## src/rtl/operand_skew_feeder.sv

```systemverilog
`default_nettype none
// ============================================================================
//  Module   : operand_skew_feeder
//  Purpose  : Diagonally skews per-beat A/B operand slices onto the left and
//             top edges of an NxN FP8 systolic array. Sequences the tile
//             clear and flags tile completion.
//  Revision : 1.0  initial release
// ============================================================================
module operand_skew_feeder #(
   parameter int N     = 4,
   parameter int CNT_W = 8
) (
   input  logic               clk,
   input  logic               rst,
   input  logic               in_valid,
   output logic               in_ready,
   input  logic               in_last,
   input  logic [N*8-1:0]     a_vec,
   input  logic [N*8-1:0]     b_vec,
   output logic [N*8-1:0]     a_row,
   output logic [N*8-1:0]     b_col,
   output logic               clear_out,
   output logic               busy,
   output logic               tile_done,
   output logic [CNT_W-1:0]   k_count
);

   localparam int             DW         = $clog2(2 * N);
   localparam logic [DW-1:0]  DRAIN_LOAD = DW'(2 * N - 1);

   typedef enum logic [1:0] {
      IDLE   = 2'd0,
      CLEAR  = 2'd1,
      STREAM = 2'd2,
      DRAIN  = 2'd3
   } state_t;

   state_t             state_q, state_d;
   logic [CNT_W-1:0]   k_count_q, k_count_d;
   logic [DW-1:0]      drain_q, drain_d;
   logic               tile_done_q, tile_done_d;
   logic [1:0]         rst_sync_q;
   logic               rst_n_int;
   logic               accept;

   // Reset asserts asynchronously, releases two edges after rst rises.
   always_ff @(posedge clk or negedge rst) begin
      if (!rst) begin
         rst_sync_q <= 2'b00;
      end else begin
         rst_sync_q <= {rst_sync_q[0], 1'b1};
      end
   end

   assign rst_n_int = rst_sync_q[1];
   assign accept    = in_valid && (state_q == STREAM);

   always_comb begin
      state_d     = state_q;
      k_count_d   = k_count_q;
      drain_d     = drain_q;
      tile_done_d = 1'b0;
      case (state_q)
         IDLE: begin
            if (in_valid) begin
               state_d = CLEAR;
            end
         end
         CLEAR: begin
            k_count_d = '0;
            state_d   = STREAM;
         end
         STREAM: begin
            if (accept) begin
               if (k_count_q != {CNT_W{1'b1}}) begin
                  k_count_d = k_count_q + CNT_W'(1);
               end
               if (in_last) begin
                  state_d = DRAIN;
                  drain_d = DRAIN_LOAD;
               end
            end
         end
         DRAIN: begin
            // Exits on the edge where the farthest PE's c_out updates.
            if (drain_q == '0) begin
               state_d     = IDLE;
               tile_done_d = 1'b1;
            end else begin
               drain_d = drain_q - DW'(1);
            end
         end
         default: begin
            state_d = IDLE;
         end
      endcase
   end

   always_ff @(posedge clk or negedge rst_n_int) begin
      if (!rst_n_int) begin
         state_q     <= IDLE;
         k_count_q   <= '0;
         drain_q     <= '0;
         tile_done_q <= 1'b0;
      end else begin
         state_q     <= state_d;
         k_count_q   <= k_count_d;
         drain_q     <= drain_d;
         tile_done_q <= tile_done_d;
      end
   end

   assign in_ready  = (state_q == STREAM);
   assign clear_out = (state_q == CLEAR);
   assign busy      = (state_q != IDLE);
   assign tile_done = tile_done_q;
   assign k_count   = k_count_q;

   for (genvar gi = 0; gi < N; gi++) begin : g_lane
      logic [7:0] a_stg_q [gi+1];
      logic [7:0] a_stg_d [gi+1];
      logic [7:0] b_stg_q [gi+1];
      logic [7:0] b_stg_d [gi+1];

      // Cycles without an accepted beat inject FP8 zero bubbles.
      always_comb begin
         a_stg_d[0] = accept ? a_vec[8*gi +: 8] : 8'h00;
         b_stg_d[0] = accept ? b_vec[8*gi +: 8] : 8'h00;
         for (int s = 1; s <= gi; s++) begin
            a_stg_d[s] = a_stg_q[s-1];
            b_stg_d[s] = b_stg_q[s-1];
         end
      end

      always_ff @(posedge clk or negedge rst_n_int) begin
         if (!rst_n_int) begin
            for (int s = 0; s <= gi; s++) begin
               a_stg_q[s] <= 8'h00;
               b_stg_q[s] <= 8'h00;
            end
         end else begin
            for (int s = 0; s <= gi; s++) begin
               a_stg_q[s] <= a_stg_d[s];
               b_stg_q[s] <= b_stg_d[s];
            end
         end
      end

      assign a_row[8*gi +: 8] = a_stg_q[gi];
      assign b_col[8*gi +: 8] = b_stg_q[gi];
   end

endmodule
`default_nettype wire

```

## config.mk

```make
export PLATFORM = sky130hd
export DESIGN_NAME = operand_skew_feeder
export DESIGN_NICKNAME = d
export VERILOG_FILES = /design/src/rtl/operand_skew_feeder.sv
export SDC_FILE = /design/constraint.sdc
export NUM_CORES = 1
export LEC_CHECK = 0
export ABC_CLOCK_PERIOD_IN_PS = 10500
export CAP_MARGIN = 10
export CELL_PAD_IN_SITES_DETAIL_PLACEMENT = 1
export CELL_PAD_IN_SITES_GLOBAL_PLACEMENT = 2
export CORE_MARGIN = 5
export CORE_UTILIZATION = 35
export DETAILED_ROUTE_END_ITERATION = 8
export GPL_ROUTABILITY_DRIVEN = 1
export PLACE_DENSITY_LB_ADDON = 0.1
export SYNTH_ARGS = -nofsm -noshare
export SYNTH_HDL_FRONTEND = slang
export SYNTH_SLANG_ARGS = --single-unit
```

## constraint.sdc

```tcl
create_clock -name clk -period 10.5 [get_ports clk]
set_input_delay 2.1 -clock clk [delete_from_list [all_inputs] [get_ports clk]]
set_output_delay 2.1 -clock clk [all_outputs]
set_load 0.05 [all_outputs]
```

==> summary.txt, run 1 <==
GRT
  – Total GRT Usage: a little over an eighth
  – Largest net degree at the start of global routing: about 90
  – Gr ovfl total: 0
  – Vias in the first global route: roughly 3,500
  – First-pass GRT wire length: 18.5 mm
  – Initial antenna violation count: 0

Floorplanning
  – Boundary Pins: about 140
  – Die width: 134 µm
  – DIE AREA: ~18,000 µm²
  – Die H: 134 µm
  – Placeable Area: 15,200 µm²
  – Starting density of the core: 35.6%
  – Row cnt: 45

Timing
  – Pins Over Slew Limit: 0
  – Total negative slack: 0 ns
  – Hold Vio Cnt, Final: 0
  – Fmax: about 220 MHz
  – Endpoints failing setup: 0
  – Worst-Margin Slew: 1.11 ns
  – Fin crit period: 4.64 ns
  – Tcrit/Tclk final: 44.2%
  – Slew headroom: a little over a quarter
  – Setup Skew: between 0.01 and 0.015 ns
  – RSZ-0062 raised after global routing: no

Power and ir drop
  – Total power: ~0.0019 W
  – Leakage power: 3.82 nW
  – Power per cell area: around 250 nW/µm²
  – Max VDD drop: 0.172 mV

Critical path
  – R2r endpoint: k_count[7]
  – CP top delay family: buffers and inverters
  – Worst R2R Path Depth: 6
  – Reg-to-reg slack, setup: 7.76 ns
  – Crit path largest cell delay: between 0.9 and 1 ns
  – Reg-to-reg startpoint: state_q[0]
  – CP max FO: 18
  – Crit-path cells: inv_1 > ha_1 > clkdlybuf4s50_1
  – Critical path buffer and inverter count: 2
  – Worst Path Required: 8.40 ns
  – CP Class: reg2out
  – Slowest stage cell, crit path: clkdlybuf4s50_1
  – Crit path arrival time: 2.54 ns
  – CP Launch Type: flip-flop
  – CP endpoint kind: primary output

Detailed routing
  – Avg WL per Cell: 16.8 µm
  – Via count: 3,152
  – Via density: 4.61
  – DRC Markers: 0
  – Drt initial violations: 119
  – Drt total wl: between 10 and 15 mm
  – Routed Antenna Nets: 0
  – DR pass1 iterations: 4

Clock tree
  – Number of setup buffers added after CTS: 0
  – CTS resizes: 0
  – Clk_lat worst skew: 0.42 ns
  – CTS clk-pin slew, worst paths: 0.07 ns
  – Clk buf depth: 2
  – Clock tree from TritonCTS: yes
  – TritonCTS Buffers: 17
  – Root Buffer: clkbuf_16
  – Post-CTS Hold Fix Bufs: 0
  – CTS sink cnt: between 150 and 200
  – H-tree depth: 4

Yosys
  – Yosys warnings: 0
  – Synth Register Bits: 176
  – Yosys top cell by area: dfrtp_1
  – Yosys cell types: 33
  – Syn_nets: 412
  – Main synth FF type: dfrtp_1
  – Synth Instances: 335
  – Area contributors post-synth: dfrtp_1 81%, and3_1 7.4%, ha_1 2.1%, clkbuf_1 1.1%, a32o_1 0.93%
  – Sequential element share of the synthesized area: 81.5%
  – Async SR Flop Fraction: 100%
  – Yosys top cell area share: 81.5%
  – EDFF count, synth: 0
  – Synth Cell Area: approximately 5400 µm²
  – Avg Inst Size Synth: 16.1 µm²

Placement
  – Post-DP HPWL: 7.38 mm
  – IO buf count: 143
  – Final GP Congestion: between 0.7 and 0.8

Final layout
  – Share of layout cells above drive strength 1: roughly 8.3%
  – Fillers: 1,480
  – Most frequent cells in the layout: 175 x dfrtp_1, 142 x clkdlybuf4s50_1, 64 x and3_1
  – Commonest non-fill, non-tap cell in the layout: dfrtp_1
  – Area grow syn2layout: 40.8%
  – NumNets Final: 560
  – Sequential cell area: 4410 µm²
  – Area occupied by multi-input gates: 895 µm²
  – N_diodes: 0

Hold path
  – Hold crit path type: reg2async

Job
  – Max Cap Viol: 0

Run status
  – Status: finished, final reports clean
[worst reg2reg max path: stages, from the launching register on]
cell and delay (ns):
dfrtp_1 0.40, inv_1 0.15, ha_2 0.95, and2_1 0.27
o31a_1 0.29, or2_1 0.37, o221ai_1 0.18
[power by group]
| group | total (W) | switching, W | internal (W) |
|---|---|---|---|
| Combinational | 0.000483 | 0.000320 | 0.000163 |
| Clock | 0.000596 | 0.000281 | 0.000314 |
| Sequential | 0.000815 | 0.0000360 | 0.000779 |
[area by class of cell]
cell class	count	area share [%]
Sequential cell	176	57.9
Timing Repair Buffer	146	19.3
Multi-Input combinational cell	132	11.8
Clock buffer	17	5.59
Tap cell	188	3.09
Clock inverter	15	1.84
Inverter	10	0.493
[kinds of logic (layout without fill, tap and decap cells)]
family / after synthesis / in the layout / share of synthesized area, %
and+or+nand+nor: 92 / 92 / 10.0
adders and majority gates: 9 / 9 / 2.08
other: 1 / 1 / 0.0694
DFF: 176 / 176 / 81.5
AOI/OAI and AO/OA: 27 / 27 / 3.73
buffers and inverters: 27 / 188 / 2.01
muxes: 3 / 3 / 0.579
[flip-flops by register name (all words and copies together), names as in the netlist, 3 cells and up]
signal,cells
a_row,24
b_col,24
drain_q,3
g_lane.a_stg_d,48
g_lane.a_stg_q,8
g_lane.b_stg_d,48
g_lane.b_stg_q,8
k_count,8
[synthesized netlist by cell type (2+ instances only)]
library cell / number
mux2i_1: 2
nand2b_1: 2
and3_1: 64
dfrtp_1: 176
nand2_1: 11
o2111ai_1: 2
o211ai_1: 2
inv_1: 10
nor3_1: 3
o221ai_1: 2
clkbuf_1: 16
o21a_1: 2
nor2_1: 4
o21ai_0: 7
a2bb2oi_1: 2
a32o_1: 5
ha_1: 9
[stage by stage]
| stage | utilization (%) | setup WS, ns | hold WS, ns | instances | instance area [µm²] |
|---|---|---|---|---|---|
| 5_1_grt | 50.1 | 5.74 | 0.312 | 684 | 7610 |
| 6_report | 50.1 | 5.86 | 0.276 | 684 | 7610 |
| 3_5_place_dp | 46.2 | 6.30 | 0.336 | 651 | 7020 |
| 4_1_cts | 49.9 | 5.80 | 0.349 | 683 | 7580 |
| 3_3_place_gp | 46.2 | 6.36 | 0.332 | 651 | 7020 |
| 2_1_floorplan | - | 5.23 | 0.331 | 335 | 5410 |
[routing by layer]
| layer | routed length, µm | share of wire [%] | vias up | GRT usage, % |
|---|---|---|---|---|
| li1 | - | - | 1423 | - |
| met2 | 5610 | 49 | 105 | 20.9 |
| met4 | 182 | 1.6 | 0 | 5.94 |
| met1 | 4620 | 40 | 1607 | 15.7 |
| met3 | 1070 | 9.3 | 17 | 6.64 |
| met5 | 0 | 0 | - | 0 |
[how the worst max path moves through the flow]
stage / startpoint / slack (ns) / endpoint / depth (start not counted)
3_3_place_gp: state_q[0] / 6.36 / in_ready / 3
6_report: state_q[0] / 5.86 / in_ready / 3
4_1_cts: state_q[0] / 5.80 / in_ready / 3
3_5_place_dp: state_q[0] / 6.30 / in_ready / 3
5_1_grt: state_q[0] / 5.74 / in_ready / 3
2_1_floorplan: rst_sync_q[1] / 5.23 / a_row[10] / 0
Note: power is estimated with default switching activity, not from simulation.
==> run 2: changes to the inputs <==
- ABC_CLOCK_PERIOD_IN_PS: 10500 -> 4050
- CORE_UTILIZATION: 35 -> 30
- clock period: 10.5 -> 4.05 ns (I/O delays scaled with it)
==> summary.txt, run 2 (synthesis results as in run 1) <==
GRT
  – Gr ovfl total: 0 (unchanged)
  – Total GRT Usage: 12.0% (was 13.4%)
  – Initial antenna violation count: 1 (was 0)
  – Largest net degree at the start of global routing: 95 (was 91)
  – Vias in the first global route: 3,344 (was 3,478)
  – First-pass GRT wire length: 18.7 mm (was 18.5 mm)

Floorplanning
  – Boundary Pins: 144 (unchanged)
  – Row cnt: 49 (was 45)
  – Starting density of the core: 30.3% (was 35.6%)
  – Die H: 144 µm (was 134 µm)
  – DIE AREA: 20,800 µm² (was 18,000 µm²)
  – Die width: 144 µm (was 134 µm)
  – Placeable Area: 17,800 µm² (was 15,200 µm²)

Power and ir drop
  – Int Power: 0.00334 W (was 0.00126 W)
  – Combinational share of power: 24.7% (was 25.5%)
  – Power per cell area: 651 nW/µm² (was 249 nW/µm²)
  – Clock share of power: 33.0% (was 31.5%)
  – Switching share of power: 33.4% (was 33.7%)
  – NetSw: 0.00167 W (was 0.000637 W)
  – Seq pwr share: 42.3% (was 43.0%)
  – Leakage power: 3.84 nW (was 3.82 nW)
  – Total power: 0.00501 W (was 0.00189 W)
  – Max VDD drop: 0.307 mV (was 0.172 mV)

Placement
  – Placed cell count: 693 (was 651)
  – Post-place setup slack: 1.14 ns (was 6.30 ns)
  – IO buf count: 143 (unchanged)
  – Placed instance area: 7090 µm² (was 7020 µm²)
  – Final GP Congestion: 0.715 (was 0.702)
  – Post-DP HPWL: 7.58 mm (was 7.38 mm)

Clock tree
  – CTS sink cnt: 176 (unchanged)
  – Number of setup buffers added after CTS: 0 (unchanged)
  – CTS clk-pin slew, worst paths: 0.07 ns (about the same)
  – TritonCTS Buffers: 17 (unchanged)
  – H-tree depth: 4 (unchanged)
  – Clock tree from TritonCTS: yes (unchanged)
  – Clk buf depth: 2 (unchanged)
  – Post-CTS Hold Fix Bufs: 0 (unchanged)
  – Root Buffer: clkbuf_16 (unchanged)
  – CTS resizes: 0 (unchanged)
  – Clk_lat worst skew: 0.42 ns (about the same)

Detailed routing
  – Drt initial violations: 95 (was 119)
  – Avg WL per Cell: 15.9 µm (was 16.8 µm)
  – Via density: 4.28 (was 4.61)
  – DRC Markers: 0 (unchanged)
  – Drt total wl: 11.5 mm (about the same)
  – DR pass1 iterations: 4 (unchanged)
  – Routed Antenna Nets: 0 (unchanged)
  – Via count: 3,103 (was 3,152)

Timing
  – Final WS setup: 0.679 ns (was 5.86 ns)
  – Tcrit/Tclk final: 83.2%
  – Worst-Margin Slew: 1.03 ns (was 1.11 ns)
  – Endpoints failing setup: 0 (unchanged)
  – Slew headroom: 31.4% (was 26.3%)
  – Fin crit period: 3.37 ns
  – Total negative slack: 0 ns (unchanged)
  – Pins Over Slew Limit: 0 (unchanged)
  – Fmax: 297 MHz
  – Setup Skew: 0.00830 ns (was 0.0132 ns)
  – RSZ-0062 raised after global routing: no (unchanged)
  – Hold Vio Cnt, Final: 0 (unchanged)

Critical path
  – CP Launch Type: flip-flop (unchanged)
  – CP max FO: 18 (unchanged)
  – CP top delay family: buffers and inverters (unchanged)
  – CP Class: reg2out (unchanged)
  – CP endpoint kind: primary output (unchanged)
  – Crit-path cells: inv_1 > ha_1 > clkdlybuf4s50_1 (unchanged)
  – Critical path buffer and inverter count: 2 (unchanged)
  – Slowest stage cell, crit path: clkdlybuf4s50_1 (unchanged)
  – Crit path arrival time: 2.56 ns (was 2.54 ns)
  – Crit path largest cell delay: 0.93 ns (was 0.94 ns)
  – Worst Path Required: 3.24 ns (was 8.40 ns)

Final layout
  – Non-filler cells, final: 725 (was 684)
  – Share of layout cells above drive strength 1: 8.27% (unchanged)
  – NumNets Final: 560 (unchanged)
  – Area grow syn2layout: 42.5% (was 40.8%)
  – N_diodes: 0 (unchanged)
  – Most frequent cells in the layout: 175 x dfrtp_1, 142 x clkdlybuf4s50_1, 64 x and3_1 (unchanged)
  – Fin area: 7700 µm² (was 7610 µm²)
  – Commonest non-fill, non-tap cell in the layout: dfrtp_1 (unchanged)

Hold path
  – Hold crit path type: reg2reg (was reg2async)

Run status
  – Status: finished, final reports clean (unchanged)

Job
  – Max Cap Viol: 0 (unchanged)
-- run 2: cell types whose count changed in the layout (fill, tap and decap cells not counted), sizes merged --
| cell | delta |
|---|---|
| clkinvlp | -1 |
| bufinv | +1 |
| inv | -1 |
| clkinv | +1 |
-- run 2: layout make-up --
class | instances | area, µm²
inverter | 10 | 37.5
fill | 1810 | 10100
multi-input combinational | 132 | 895
clock inverter | 15 | 188
timing repair buffer | 146 | 1460
sequential | 176 | 4410
tap | 229 | 287
clock buffer | 17 | 425
-- run 2: final timing paths --
check | slack, ns | startpoint | endpoint | depth (start not counted)
worst min register to register | 0.35 | g_lane[3].b_stg_d[11] | g_lane[3].b_stg_d[3] | 0
min in group asynchronous | 0.52 | rst_sync_q[1] | a_row[20] | 0
worst max-delay path | 0.68 | state_q[0] | in_ready | 3
max in group asynchronous | 2.50 | rst_sync_q[1] | drain_q[2] | 1
worst min-delay path | 0.35 | g_lane[3].b_stg_d[11] | g_lane[3].b_stg_d[3] | 0
worst max register to register | 1.62 | state_q[0] | k_count[3] | 6
-- run 2: metrics by stage --
step	hold WS (ns)	utilization, %
final	0.346	43.2
after global routing	0.349	43.2
after CTS	0.345	43.2
after floorplan	0.331	-
after detailed placement	0.336	39.7
after global placement	0.331	39.7
-- run 2: metal layers --
metal | GRT usage, % | part of all wire, %
met5 | 0 | 0.17
met2 | 18.5 | 48
met1 | 14.8 | 42
met4 | 5.01 | 1.4
met3 | 5.22 | 8.3
-- run 2: worst register-to-register path, cell delays in order, from the launching register on --
cell     delay, ns
dfrtp_1       0.41
inv_1         0.16
ha_2          0.36
buf_4         0.45
nor2b_1       0.23
or2_1         0.40
a32o_1        0.31
-- run 2: power groups by stage --
| stage | combinational, W | sequential (W) | clock (W) |
|---|---|---|---|
| 2_1_floorplan | 0.000440 | 0.00252 | 0 |
| 3_3_place_gp | 0.00123 | 0.00215 | 0 |
| 3_5_place_dp | 0.00125 | 0.00216 | 0 |
| 4_1_cts | 0.00126 | 0.00213 | 0.00172 |
| 5_1_grt | 0.00132 | 0.00216 | 0.00180 |
| 6_report | 0.00124 | 0.00212 | 0.00165 |
==> run 3: changes to the inputs <==
- ABC_CLOCK_PERIOD_IN_PS: 4050 -> 2800
- clock period: 4.05 -> 2.8 ns (I/O delays scaled with it)
==> summary.txt, run 3 (synthesis results as in run 1) <==
Run status
  – Status: finished, final reports clean (unchanged)

Critical path
  – CP endpoint kind: primary output (unchanged)
  – CP Launch Type: flip-flop (unchanged)
  – CP max FO: 5 (was 18)
  – Worst Path Required: 2.24 ns (was 3.24 ns)
  – CP Class: reg2out (unchanged)
  – Crit path arrival time: 2.02 ns (was 2.56 ns)

Detailed routing
  – Via count: 3,109 (was 3,103)
  – Avg WL per Cell: 15.8 µm (was 15.9 µm)
  – DRC Markers: 0 (unchanged)
  – Drt total wl: 11.5 mm (about the same)
  – Routed Antenna Nets: 0 (unchanged)
  – Via density: 4.28 (about the same)
  – Drt initial violations: 149 (was 95)
  – DR pass1 iterations: 4 (unchanged)

Timing
  – Endpoints failing setup: 0 (unchanged)
  – RSZ-0062 raised after global routing: no (unchanged)
  – Final WS setup: 0.217 ns (was 0.679 ns)
  – Final hold slack: 0.296 ns (was 0.346 ns)
  – Setup Skew: 0.0130 ns (was 0.00830 ns)
  – Tcrit/Tclk final: 92.2%
  – Total negative slack: 0 ns (unchanged)
  – Slew headroom: 62.0% (was 31.4%)
  – Fmax: around 390 MHz
  – Fin crit period: 2.58 ns
  – Pins Over Slew Limit: 0 (unchanged)
  – Hold Vio Cnt, Final: 0 (unchanged)
  – Worst-Margin Slew: 0.568 ns (was 1.03 ns)

Clock tree
  – Root Buffer: clkbuf_16 (unchanged)
  – H-tree depth: 4 (unchanged)
  – Clock tree from TritonCTS: yes (unchanged)
  – CTS resizes: 0 (unchanged)
  – Clk_lat worst skew: 0.42 ns (about the same)
  – Post-CTS Hold Fix Bufs: 0 (unchanged)
  – Clk buf depth: 2 (unchanged)
  – CTS clk-pin slew, worst paths: 0.07 ns (about the same)
  – Number of setup buffers added after CTS: 0 (unchanged)
  – TritonCTS Buffers: 17 (unchanged)
  – CTS sink cnt: 176 (unchanged)

Floorplanning
  – Row cnt: 49 (unchanged)
  – Starting density of the core: 30.3% (unchanged)
  – Die H: 144 µm (unchanged)
  – Placeable Area: 17,800 µm² (unchanged)
  – Boundary Pins: 144 (unchanged)
  – DIE AREA: 20,800 µm² (unchanged)
  – Die width: 144 µm (unchanged)

Final layout
  – NumNets Final: 562 (was 560)
  – Most frequent cells in the layout: 175 x dfrtp_1, 141 x clkdlybuf4s50_1, 64 x and3_1 (was 175 x dfrtp_1, 142 x clkdlybuf4s50_1, 64 x and3_1)
  – Share of layout cells above drive strength 1: 8.43% (was 8.27%)
  – Area grow syn2layout: 41.5% (was 42.5%)
  – N_diodes: 0 (unchanged)
  – Fillers: 1,809 (was 1,810)
  – Non-filler cells, final: 727 (was 725)
  – Sequential cell area: 4410 µm² (unchanged)
  – Commonest non-fill, non-tap cell in the layout: dfrtp_1 (unchanged)
  – Area occupied by multi-input gates: 895 µm² (unchanged)

Placement
  – Placed cell count: 695 (was 693)
  – IO buf count: 143 (unchanged)
  – Post-DP HPWL: 7.69 mm (was 7.58 mm)
  – Final GP Congestion: 0.738 (was 0.715)
  – Post-place setup slack: 0.661 ns (was 1.14 ns)

Power and ir drop
  – Max VDD drop: 0.560 mV (was 0.307 mV)
  – Leakage power: 3.81 nW (was 3.84 nW)
  – Power per cell area: 918 nW/µm² (was 651 nW/µm²)

GRT
  – Total GRT Usage: 11.9% (was 12.0%)
  – Largest net degree at the start of global routing: 89 (was 95)
  – Gr ovfl total: 0 (unchanged)
  – First-pass GRT wire length: 18.5 mm (was 18.7 mm)
  – Vias in the first global route: 3,465 (was 3,344)
  – Initial antenna violation count: 1 (unchanged)

Job
  – Max Cap Viol: 0 (unchanged)

Hold path
  – Hold crit path type: in2async (was reg2reg)
[run 3: where the power goes]
group / internal, W / total [W] / switching (W)
Combinational: 0.000627 / 0.00182 / 0.00120
Sequential: 0.00292 / 0.00305 / 0.000128
Clock: 0.00115 / 0.00215 / 0.000998
[run 3: area by class of cell]
| class | count | share of cell area [%] |
|---|---|---|
| sequential | 176 | 57.6 |
| timing repair buffer | 148 | 19.4 |
| multi-input combinational | 132 | 11.7 |
| clock buffer | 19 | 5.66 |
| tap | 229 | 3.75 |
| clock inverter | 13 | 1.33 |
| inverter | 10 | 0.491 |
[run 3: worst max-delay path, stage by stage, from the launching register on]
cell	delay, ns
dfrtp_1	0.42
inv_1	0.10
ha_1	0.19
inv_1	0.08
clkdlybuf4s50_1	0.81
[run 3: final timing paths]
| path | startpoint | endpoint | slack (ns) | depth (start not counted) |
|---|---|---|---|---|
| setup / recovery | state_q[1] | busy | 0.22 | 4 |
| hold / removal | rst | rst_sync_q[1] | 0.30 | 1 |
| setup reg to reg | state_q[0] | k_count[7] | 0.71 | 6 |
| hold reg to reg | g_lane[3].a_stg_d[13] | g_lane[3].a_stg_d[5] | 0.34 | 0 |
| max in group asynchronous | rst_sync_q[1] | g_lane[0].a_stg_q[1] | 2.02 | 1 |
| min in group clk | g_lane[3].a_stg_d[13] | g_lane[3].a_stg_d[5] | 0.34 | 0 |
[run 3: layer usage]
metal	track usage (%)	part of all wire [%]
met2	19.0	50
met3	5.95	9.3
met4	4.71	1.4
met1	13.8	39
met5	0	0.11
[run 3: per-stage QoR]
stage | area, µm² | power [W] | utilization [%]
floorplan | 5410 | 0.00428 | -
global placement | 7110 | 0.00489 | 39.9
detailed placement | 7110 | 0.00495 | 39.9
CTS | 7650 | 0.00715 | 42.9
global route | 7650 | 0.00742 | 42.9
finish | 7650 | 0.00702 | 42.9
